**config.mk**
```make
export PLATFORM = sky130hd
export DESIGN_NAME = if_id_stage_flat
export DESIGN_NICKNAME = d
export VERILOG_FILES = /design/src/rtl/if_id_stage_if.sv /design/src/rtl/if_id_stage.sv /design/src/flat_wrapper.sv
export SDC_FILE = /design/constraint.sdc
export NUM_CORES = 1
export LEC_CHECK = 0
export CAP_MARGIN = 20
export CORE_MARGIN = 1.5
export CORE_UTILIZATION = 55
export DETAILED_ROUTE_END_ITERATION = 8
export DONT_BUFFER_PORTS = 1
export GPL_TIMING_DRIVEN = 0
export PLACE_DENSITY = 0.72
export SETUP_SLACK_MARGIN = 0.5
export SYNTH_ARGS = -nofsm -noshare
export SYNTH_HDL_FRONTEND = slang
export SYNTH_SLANG_ARGS = --single-unit
```
**constraint.sdc**
```tcl
create_clock -name CLK -period 2.22 [get_ports CLK]
set_input_delay 0.444 -clock CLK [delete_from_list [all_inputs] [get_ports CLK]]
set_output_delay 0.444 -clock CLK [all_outputs]
set_load 0.01 [all_outputs]
```
**src/rtl/if_id_stage_if.sv**
```systemverilog
// Fetch-stage signal bundle: hazard/redirect controls, instruction memory port
// and the IF/ID register outputs that feed decode.
interface if_id_stage_if;
  logic        STALL;
  logic        REDIRECT;
  logic [31:0] REDIRECT_PC;
  logic [31:0] IMEM_ADDR;
  logic        IMEM_EN;
  logic [31:0] IMEM_RDATA;
  logic [31:0] INSTRUCTION_ID;
  logic [31:0] PC_ID;
  logic        VALID_ID;

  // Fetch stage side
  modport slave (
    input  STALL, REDIRECT, REDIRECT_PC, IMEM_RDATA,
    output IMEM_ADDR, IMEM_EN, INSTRUCTION_ID, PC_ID, VALID_ID
  );

  // Environment side: hazard unit, EX redirect, instruction memory, decode
  modport master (
    output STALL, REDIRECT, REDIRECT_PC, IMEM_RDATA,
    input  IMEM_ADDR, IMEM_EN, INSTRUCTION_ID, PC_ID, VALID_ID
  );
endinterface

```
**src/rtl/if_id_stage.sv**
```systemverilog
// RV32 instruction-fetch stage with IF/ID pipeline register.
// Owns the PC, drives the synchronous instruction memory, handles stall and redirect.
module if_id_stage #(
  parameter logic [31:0] RESET_PC  = 32'h0000_0000,
  parameter logic [31:0] NOP_INSTR = 32'h0000_0013
) (
  input  logic          CLK,
  input  logic          RST,
  if_id_stage_if.slave  bus
);

  localparam logic [1:0] ACT_REDIRECT = 2'd0;
  localparam logic [1:0] ACT_HOLD     = 2'd1;
  localparam logic [1:0] ACT_ADVANCE  = 2'd2;

  // Word-align a target address; low two bits are never honoured.
  function automatic logic [31:0] align_word(input logic [31:0] addr);
    align_word = {addr[31:2], 2'b00};
  endfunction

  // Sequential next PC; wraps silently at the top of the address space.
  function automatic logic [31:0] next_pc(input logic [31:0] pc);
    next_pc = pc + 32'd4;
  endfunction

  logic [31:0] r_pc_f;
  logic        r_req_valid;
  logic [31:0] r_req_pc;
  logic [31:0] r_instr_id;
  logic [31:0] r_pc_id;
  logic        r_valid_id;

  logic [1:0]  w_act;
  logic [31:0] w_pc_f_nxt;
  logic        w_req_valid_nxt;
  logic [31:0] w_req_pc_nxt;
  logic [31:0] w_instr_id_nxt;
  logic [31:0] w_pc_id_nxt;
  logic        w_valid_id_nxt;

  // Redirect outranks stall: a taken branch must never be delayed by a hazard hold.
  always_comb begin
    w_act = ACT_ADVANCE;
    if (bus.REDIRECT) begin
      w_act = ACT_REDIRECT;
    end else if (bus.STALL) begin
      w_act = ACT_HOLD;
    end else begin
      w_act = ACT_ADVANCE;
    end
  end

  // Next-state selection for the PC, the outstanding-read tracker and IF/ID.
  always_comb begin
    w_pc_f_nxt      = r_pc_f;
    w_req_valid_nxt = r_req_valid;
    w_req_pc_nxt    = r_req_pc;
    w_instr_id_nxt  = r_instr_id;
    w_pc_id_nxt     = r_pc_id;
    w_valid_id_nxt  = r_valid_id;
    case (w_act)
      ACT_REDIRECT: begin
        w_pc_f_nxt      = align_word(bus.REDIRECT_PC);
        w_req_valid_nxt = 1'b0;
        w_instr_id_nxt  = NOP_INSTR;
        w_valid_id_nxt  = 1'b0;
      end
      ACT_HOLD: begin
        // Memory output is held while disabled, so freezing here loses nothing.
        w_pc_f_nxt      = r_pc_f;
        w_req_valid_nxt = r_req_valid;
      end
      ACT_ADVANCE: begin
        w_pc_f_nxt      = next_pc(r_pc_f);
        w_req_valid_nxt = 1'b1;
        w_req_pc_nxt    = r_pc_f;
        w_instr_id_nxt  = r_req_valid ? bus.IMEM_RDATA : NOP_INSTR;
        w_pc_id_nxt     = r_req_pc;
        w_valid_id_nxt  = r_req_valid;
      end
      default: begin
        w_req_valid_nxt = 1'b0;
        w_instr_id_nxt  = NOP_INSTR;
        w_valid_id_nxt  = 1'b0;
      end
    endcase
  end

  // State registers with synchronous reset; reset drops any in-flight fetch.
  always_ff @(posedge CLK) begin
    if (RST) begin
      r_pc_f      <= RESET_PC;
      r_req_valid <= 1'b0;
      r_req_pc    <= 32'h0000_0000;
      r_instr_id  <= NOP_INSTR;
      r_pc_id     <= 32'h0000_0000;
      r_valid_id  <= 1'b0;
    end else begin
      r_pc_f      <= w_pc_f_nxt;
      r_req_valid <= w_req_valid_nxt;
      r_req_pc    <= w_req_pc_nxt;
      r_instr_id  <= w_instr_id_nxt;
      r_pc_id     <= w_pc_id_nxt;
      r_valid_id  <= w_valid_id_nxt;
    end
  end

  assign bus.IMEM_ADDR      = r_pc_f;
  assign bus.IMEM_EN        = !bus.STALL && !RST;
  assign bus.INSTRUCTION_ID = r_instr_id;
  assign bus.PC_ID          = r_pc_id;
  assign bus.VALID_ID       = r_valid_id;

endmodule

```
**src/flat_wrapper.sv**
```systemverilog
// flat-port wrapper written by rule: the top's interface ports become plain ports
module if_id_stage_flat 
#(
  parameter logic [31:0] RESET_PC  = 32'h0000_0000,
  parameter logic [31:0] NOP_INSTR = 32'h0000_0013
)
  (CLK, RST, bus_STALL, bus_REDIRECT, bus_REDIRECT_PC, bus_IMEM_RDATA, bus_IMEM_ADDR, bus_IMEM_EN, bus_INSTRUCTION_ID, bus_PC_ID, bus_VALID_ID);
  if_id_stage_if bus_i ();
  input  logic CLK;
  input  logic RST;
  input wire logic [$bits(bus_i.STALL)-1:0] bus_STALL;
  input wire logic [$bits(bus_i.REDIRECT)-1:0] bus_REDIRECT;
  input wire logic [$bits(bus_i.REDIRECT_PC)-1:0] bus_REDIRECT_PC;
  input wire logic [$bits(bus_i.IMEM_RDATA)-1:0] bus_IMEM_RDATA;
  output wire logic [$bits(bus_i.IMEM_ADDR)-1:0] bus_IMEM_ADDR;
  output wire logic [$bits(bus_i.IMEM_EN)-1:0] bus_IMEM_EN;
  output wire logic [$bits(bus_i.INSTRUCTION_ID)-1:0] bus_INSTRUCTION_ID;
  output wire logic [$bits(bus_i.PC_ID)-1:0] bus_PC_ID;
  output wire logic [$bits(bus_i.VALID_ID)-1:0] bus_VALID_ID;
  assign bus_i.STALL = bus_STALL;
  assign bus_i.REDIRECT = bus_REDIRECT;
  assign bus_i.REDIRECT_PC = bus_REDIRECT_PC;
  assign bus_i.IMEM_RDATA = bus_IMEM_RDATA;
  assign bus_IMEM_ADDR = bus_i.IMEM_ADDR;
  assign bus_IMEM_EN = bus_i.IMEM_EN;
  assign bus_INSTRUCTION_ID = bus_i.INSTRUCTION_ID;
  assign bus_PC_ID = bus_i.PC_ID;
  assign bus_VALID_ID = bus_i.VALID_ID;
  if_id_stage #(.RESET_PC(RESET_PC), .NOP_INSTR(NOP_INSTR)) u_core (.CLK(CLK), .RST(RST), .bus(bus_i));
endmodule
```
== Word-level counts from Yosys, hierarchy flattened ==
Index checks and enable logic that the tools add are counted.

* Register bits: 130
* Bits in latches: 0
* Bits in writable memories: 0
* Bits in read-only memories: 0
* Input port bits: 68
* Output and inout bits: 98
* Word-level logic and storage cells: 21
* Memories: 0

* Add/subtract/negate cells: 1
* Multipliers: 0
* Div/mod/pow operators: 0
* Magnitude comparators: 0
* Equal/unequal tests: 2
* Shift-type cells: 0
* Muxes and demuxes: 7
* Bitwise gates (word level): 0
* Reduce and logical (&&, ||, !) cells: 5

{| class="wikitable"
|+ Operators by type and width
! operator !! count
|-
| 32-bit one-hot mux with 2 select lines || 2
|-
| 32-bit by 3-bit adder with 32-bit output (second input constant) || 1
|-
| 32-bit 2-to-1 mux || 1
|-
| 2-bit 2-to-1 mux || 2
|-
| 1-bit one-hot mux with 2 select lines || 2
|-
| 2-bit by 1-bit == test with 1-bit output (second input constant) || 1
|-
| 2-bit == test (second input constant) || 1
|-
| 1-bit zero test || 2
|-
| 2-bit zero test || 1
|-
| 2-bit nonzero test || 1
|-
| 1-bit logical AND || 1
|}

== Depth between registers and ports, before layout ==
* Depth after elaboration: 4
* Gate-level depth with buffers: 7
* Mapped depth without buffers: 6

== Worst setup path after synthesis ==
OpenSTA, ideal clock, no wires.

* Path type: reg-to-reg
* Start point: reg u_core.r_pc_f[5], in the netlist u_core.bus.IMEM_ADDR[5]
* End point: reg u_core.r_pc_f[15], in the netlist u_core.bus.IMEM_ADDR[15]
* Setup time: 0.067 ns
* Arrival time: 1.840 ns
* Required time: 2.153 ns
* Setup slack: 0.313 ns
* Cell stages (with the launch flop): 7
* Buffers on the path: 1
* Clock period less this slack: 1.907 ns
* Cell sequence: dfxtp_1 -> nand4_2 -> or4_4 -> buf_6 -> or3_1 -> a21o_1 -> a21oi_2

* Cells in the longest elaborated chain, start to end: 2

{| class="wikitable"
|+ Ends and longest elaborated chain
! element !! RTL line !! text
|-
| start, declared || if_id_stage.sv:26 || <nowiki>logic [31:0] r_pc_f;</nowiki>
|-
| start signal, assigned || if_id_stage.sv:99 || <nowiki>r_pc_f <= w_pc_f_nxt;</nowiki>
|-
| 32-bit by 3-bit adder with 32-bit output || if_id_stage.sv:23 || <nowiki>next_pc = pc + 32'd4;</nowiki>
|-
| 32-bit one-hot mux with 2 select lines || if_id_stage.sv:61 || <nowiki>case (w_act)</nowiki>
|}

No other way between the ends.
A chain may end at the register's enable or synchronous reset.

== Worst setup path after layout ==
* Start point: reg u_core.r_pc_f[2], in the netlist u_core.bus.IMEM_ADDR[2]
* End point: reg u_core.r_pc_f[15], in the netlist u_core.bus.IMEM_ADDR[15]

Same word-level chain as after synthesis.

==> results.tsv <==
metric	value	unit
fp.dieW	97.8	um
netlist_area	4940	um^2
path_max_fanout	8	
fin_util	69.3	%
dpl.hpwl	9150	um
crit_path_cell_trace	nand4_4, or4_4, buf_8, or3_4, a21o_1, a21oi_2	
clockBufferDepth	2	
seqCellArea	2530	um^2
wl_per_cell	17.4	um
setup_viol	0	
cts_buffers	17	
ys_seq_area_share	50.3	%
area_growth	22.3	%
grt_max_degree	17	
die_h	97.8	um
cap_violations	0	
drive_above_1_share	16.5	%
worst_pin_slew	0.662	ns
slew_viol_final	0	
path_class	reg -> reg	
cpMaxStageDelayCell	or4_4	
ys_types	42	
rsz0062_at_grt	true	
clockRootBuffer	clkbuf_8	
drt_first_pass_iters	5	
total_power	5.33	mW
ctsHoldBuffers	0	
h-tree-depth	4	
ys_warn_count	0	
drtIter0Drc	300	
via_count	4377	
cp_top_family	simple AND/OR/NAND/NOR gates	
drt-vias-per-instance	5.80	
irDropWorstVdd	0.000557	V
grt_pass1_vias	4125	
clock-sinks	124	
nNetsFinal	703	
num_io_pins	166	
die_area	9560	um^2
antenna_found_initial	0	
syn_avg_cell_area	8.25	um^2
ys_ff_latch	124	
worst_setup_path_start_kind	flop	
r2r_cells	6	
routed_wl	13200	um
fill_cells	686	
gp_congestion	0.842	
clk_latency	0.52	ns
fin_skew	0.00877	ns
grt_usage	26.6	%
power_leakage	2.30	nW
synthCells	599	
postRouteAntennaNets	0	
critical_path_buf_inv_count	1	
route.detailed.drc	0	
cp.depth	6	
hp-class	in -> reg	
whs_path_depth	2	
max_freq	0.540	GHz
cts_tree	done	
grt_pass1_wl	20200	um
coreArea	8720	um^2
r2r_slack	0.37	ns
crit_path_end_kind	flop	
p_per_area	882	nW/um^2
antenna_cells	0	
status	completed	
initial_core_util	56.6	%
grt_overflow_total	0	
slowest_delay	0.50	ns
maxSlewHeadroom	55.9	%
path_clk_slew	0.06	ns
critPathArrivalTime	2.29	ns
finalCritPeriodShare	83.4	%
period_needed	1.85	ns
placement.io_buffers	0	
finalHoldViolCount	0	
multi_input_comb_area	2410	um^2
timing.setup.tns	0	ns
cp.required	2.66	ns
rows	34	
## cell usage in the layout, fill, tap and decap left out, types with 2 or more instances in the layout
master and n:
nor4_4 4, inv_1 18, clkbuf_2 2, dfxtp_4 11
nor3_2 3, nand3_4 2, and4b_1 2, clkbuf_1 32
clkinv_4 4, clkbuf_8 3, o21ai_0 2, o22ai_1 3
and3_1 3, dfxtp_2 8, a22oi_1 29, nor2_1 46
nor2b_1 4, xor2_1 14, buf_2 3, and2_1 3
dfxtp_1 105, nor3_4 5, nand2b_1 4, clkbuf_16 17
buf_6 2, conb_1 4, nand3_1 8, xnor2_1 10
buf_1 3, buf_4 16, nor2_2 6, nor3_1 3
o21a_1 15, nand2_1 132, nand4_1 7, clkinvlp_4 4
a21oi_1 79, mux2i_1 7
## through the flow
step	std cells	hold WS, ns	setup WS, ns	instance area, um^2
global route	755	0.0694	0.297	6040
floorplan	602	0.432	0.461	4990
detailed placement	710	0.443	0.119	5130
global placement	710	0.440	0.120	5130
CTS	749	0.0559	0.363	5820
finish	755	0.0671	0.369	6040
## cell usage after synthesis
cell type | count | area share, %
o22ai_1 | 3 | 0.38
dfxtp_1 | 124 | 50
buf_1 | 4 | 0.30
nor4_1 | 4 | 0.51
xnor2_1 | 10 | 1.8
buf_4 | 4 | 0.61
nor2b_1 | 4 | 0.51
a22oi_1 | 29 | 4.4
inv_1 | 18 | 1.4
buf_6 | 1 | 0.23
or3_1 | 2 | 0.25
a221oi_1 | 2 | 0.35
o31ai_2 | 1 | 0.25
or2_2 | 1 | 0.13
and4_1 | 2 | 0.35
conb_1 | 1 | 0.076
nor4_4 | 1 | 0.43
o21a_1 | 15 | 2.3
and3_1 | 3 | 0.38
a21oi_1 | 79 | 8.0
nand2b_1 | 4 | 0.51
nand2_1 | 132 | 10
xor2_1 | 15 | 2.7
nand3_1 | 9 | 0.91
nand4_1 | 7 | 0.89
a211oi_1 | 1 | 0.15
nand4_2 | 1 | 0.25
and2_1 | 3 | 0.38
o31a_1 | 1 | 0.18
a21oi_2 | 1 | 0.18
nor3_1 | 11 | 1.1
buf_2 | 2 | 0.20
and4b_1 | 2 | 0.41
a21o_1 | 1 | 0.15
o21ai_0 | 2 | 0.20
nand3_2 | 1 | 0.20
clkbuf_1 | 35 | 2.7
mux2i_1 | 7 | 1.4
nor2_1 | 53 | 4.0
ha_1 | 1 | 0.25
nand3b_1 | 1 | 0.15
or4_4 | 1 | 0.23
## where the power goes
group,switching [mW],internal (mW)
sequential,0.113,2.29
clock,1.03,1.62
combinational,0.180,0.100
total,1.32,4.01
## path summary, 6_finish.rpt
kind	from	endpoint
setup / recovery	u_core.bus.IMEM_ADDR[2]$_SDFFE_PP0P_	u_core.bus.IMEM_ADDR[15]$_SDFFE_PP0P_
hold reg to reg	u_core.r_req_pc[18]$_SDFFE_PP0P_	u_core.bus.PC_ID[18]$_SDFFE_PP0P_
hold / removal	bus_REDIRECT_PC[6]	u_core.bus.IMEM_ADDR[6]$_SDFFE_PP0P_
setup reg to reg	u_core.bus.IMEM_ADDR[2]$_SDFFE_PP0P_	u_core.bus.IMEM_ADDR[15]$_SDFFE_PP0P_
## registers in the layout, summed over array words and instances, names as in the netlist
name and count:
u_core.bus.IMEM_ADDR 30, u_core.bus.VALID_ID 1, u_core.r_req_valid 1, u_core.bus.PC_ID 30, u_core.r_req_pc 30, u_core.bus.INSTRUCTION_ID 32
## kinds of logic (layout without fill, tap and decap cells)
kind of cell               Yosys count  count (layout)  share of synthesized area (%)
and+or+nand+nor                    242             242                           21.7
AOI/OAI and AO/OA                  135             135                           16.5
DFF                                124             124                           50.3
buffers and inverters               64             109                           5.37
xor gates and xnor gates            25              25                           4.43
muxes                                7               7                           1.42
adders and majority gates            1               1                          0.253
other                                1               4                         0.0759
## routing by layer
| layer | up-vias | part of all wire, % | track usage [%] | routed length [um] |
|---|---|---|---|---|
| met5 | - | 0 | 0 | 0 |
| met4 | 0 | 1.4 | 8.13 | 180 |
| met3 | 22 | 10 | 10.4 | 1360 |
| met2 | 216 | 46 | 40.5 | 5990 |
| met1 | 2058 | 43 | 35.3 | 5630 |
| li1 | 2081 | - | - | - |
## cell type report
cell class	count	area share [%]
tap	108	2.24
sequential	124	42.0
clock inverter	11	1.80
buffer	46	3.58
multi-input combinational	414	39.8
inverter	18	1.12
clock buffer	21	7.79
timing repair buffer	13	1.68
## repair_timing
item,4_1_cts,5_1_grt
setup endpoints to repair,18,22
setup buffers,7,6
pin swaps,5,8
resized for setup,17,47
Power figures use the tool's default switching activity.
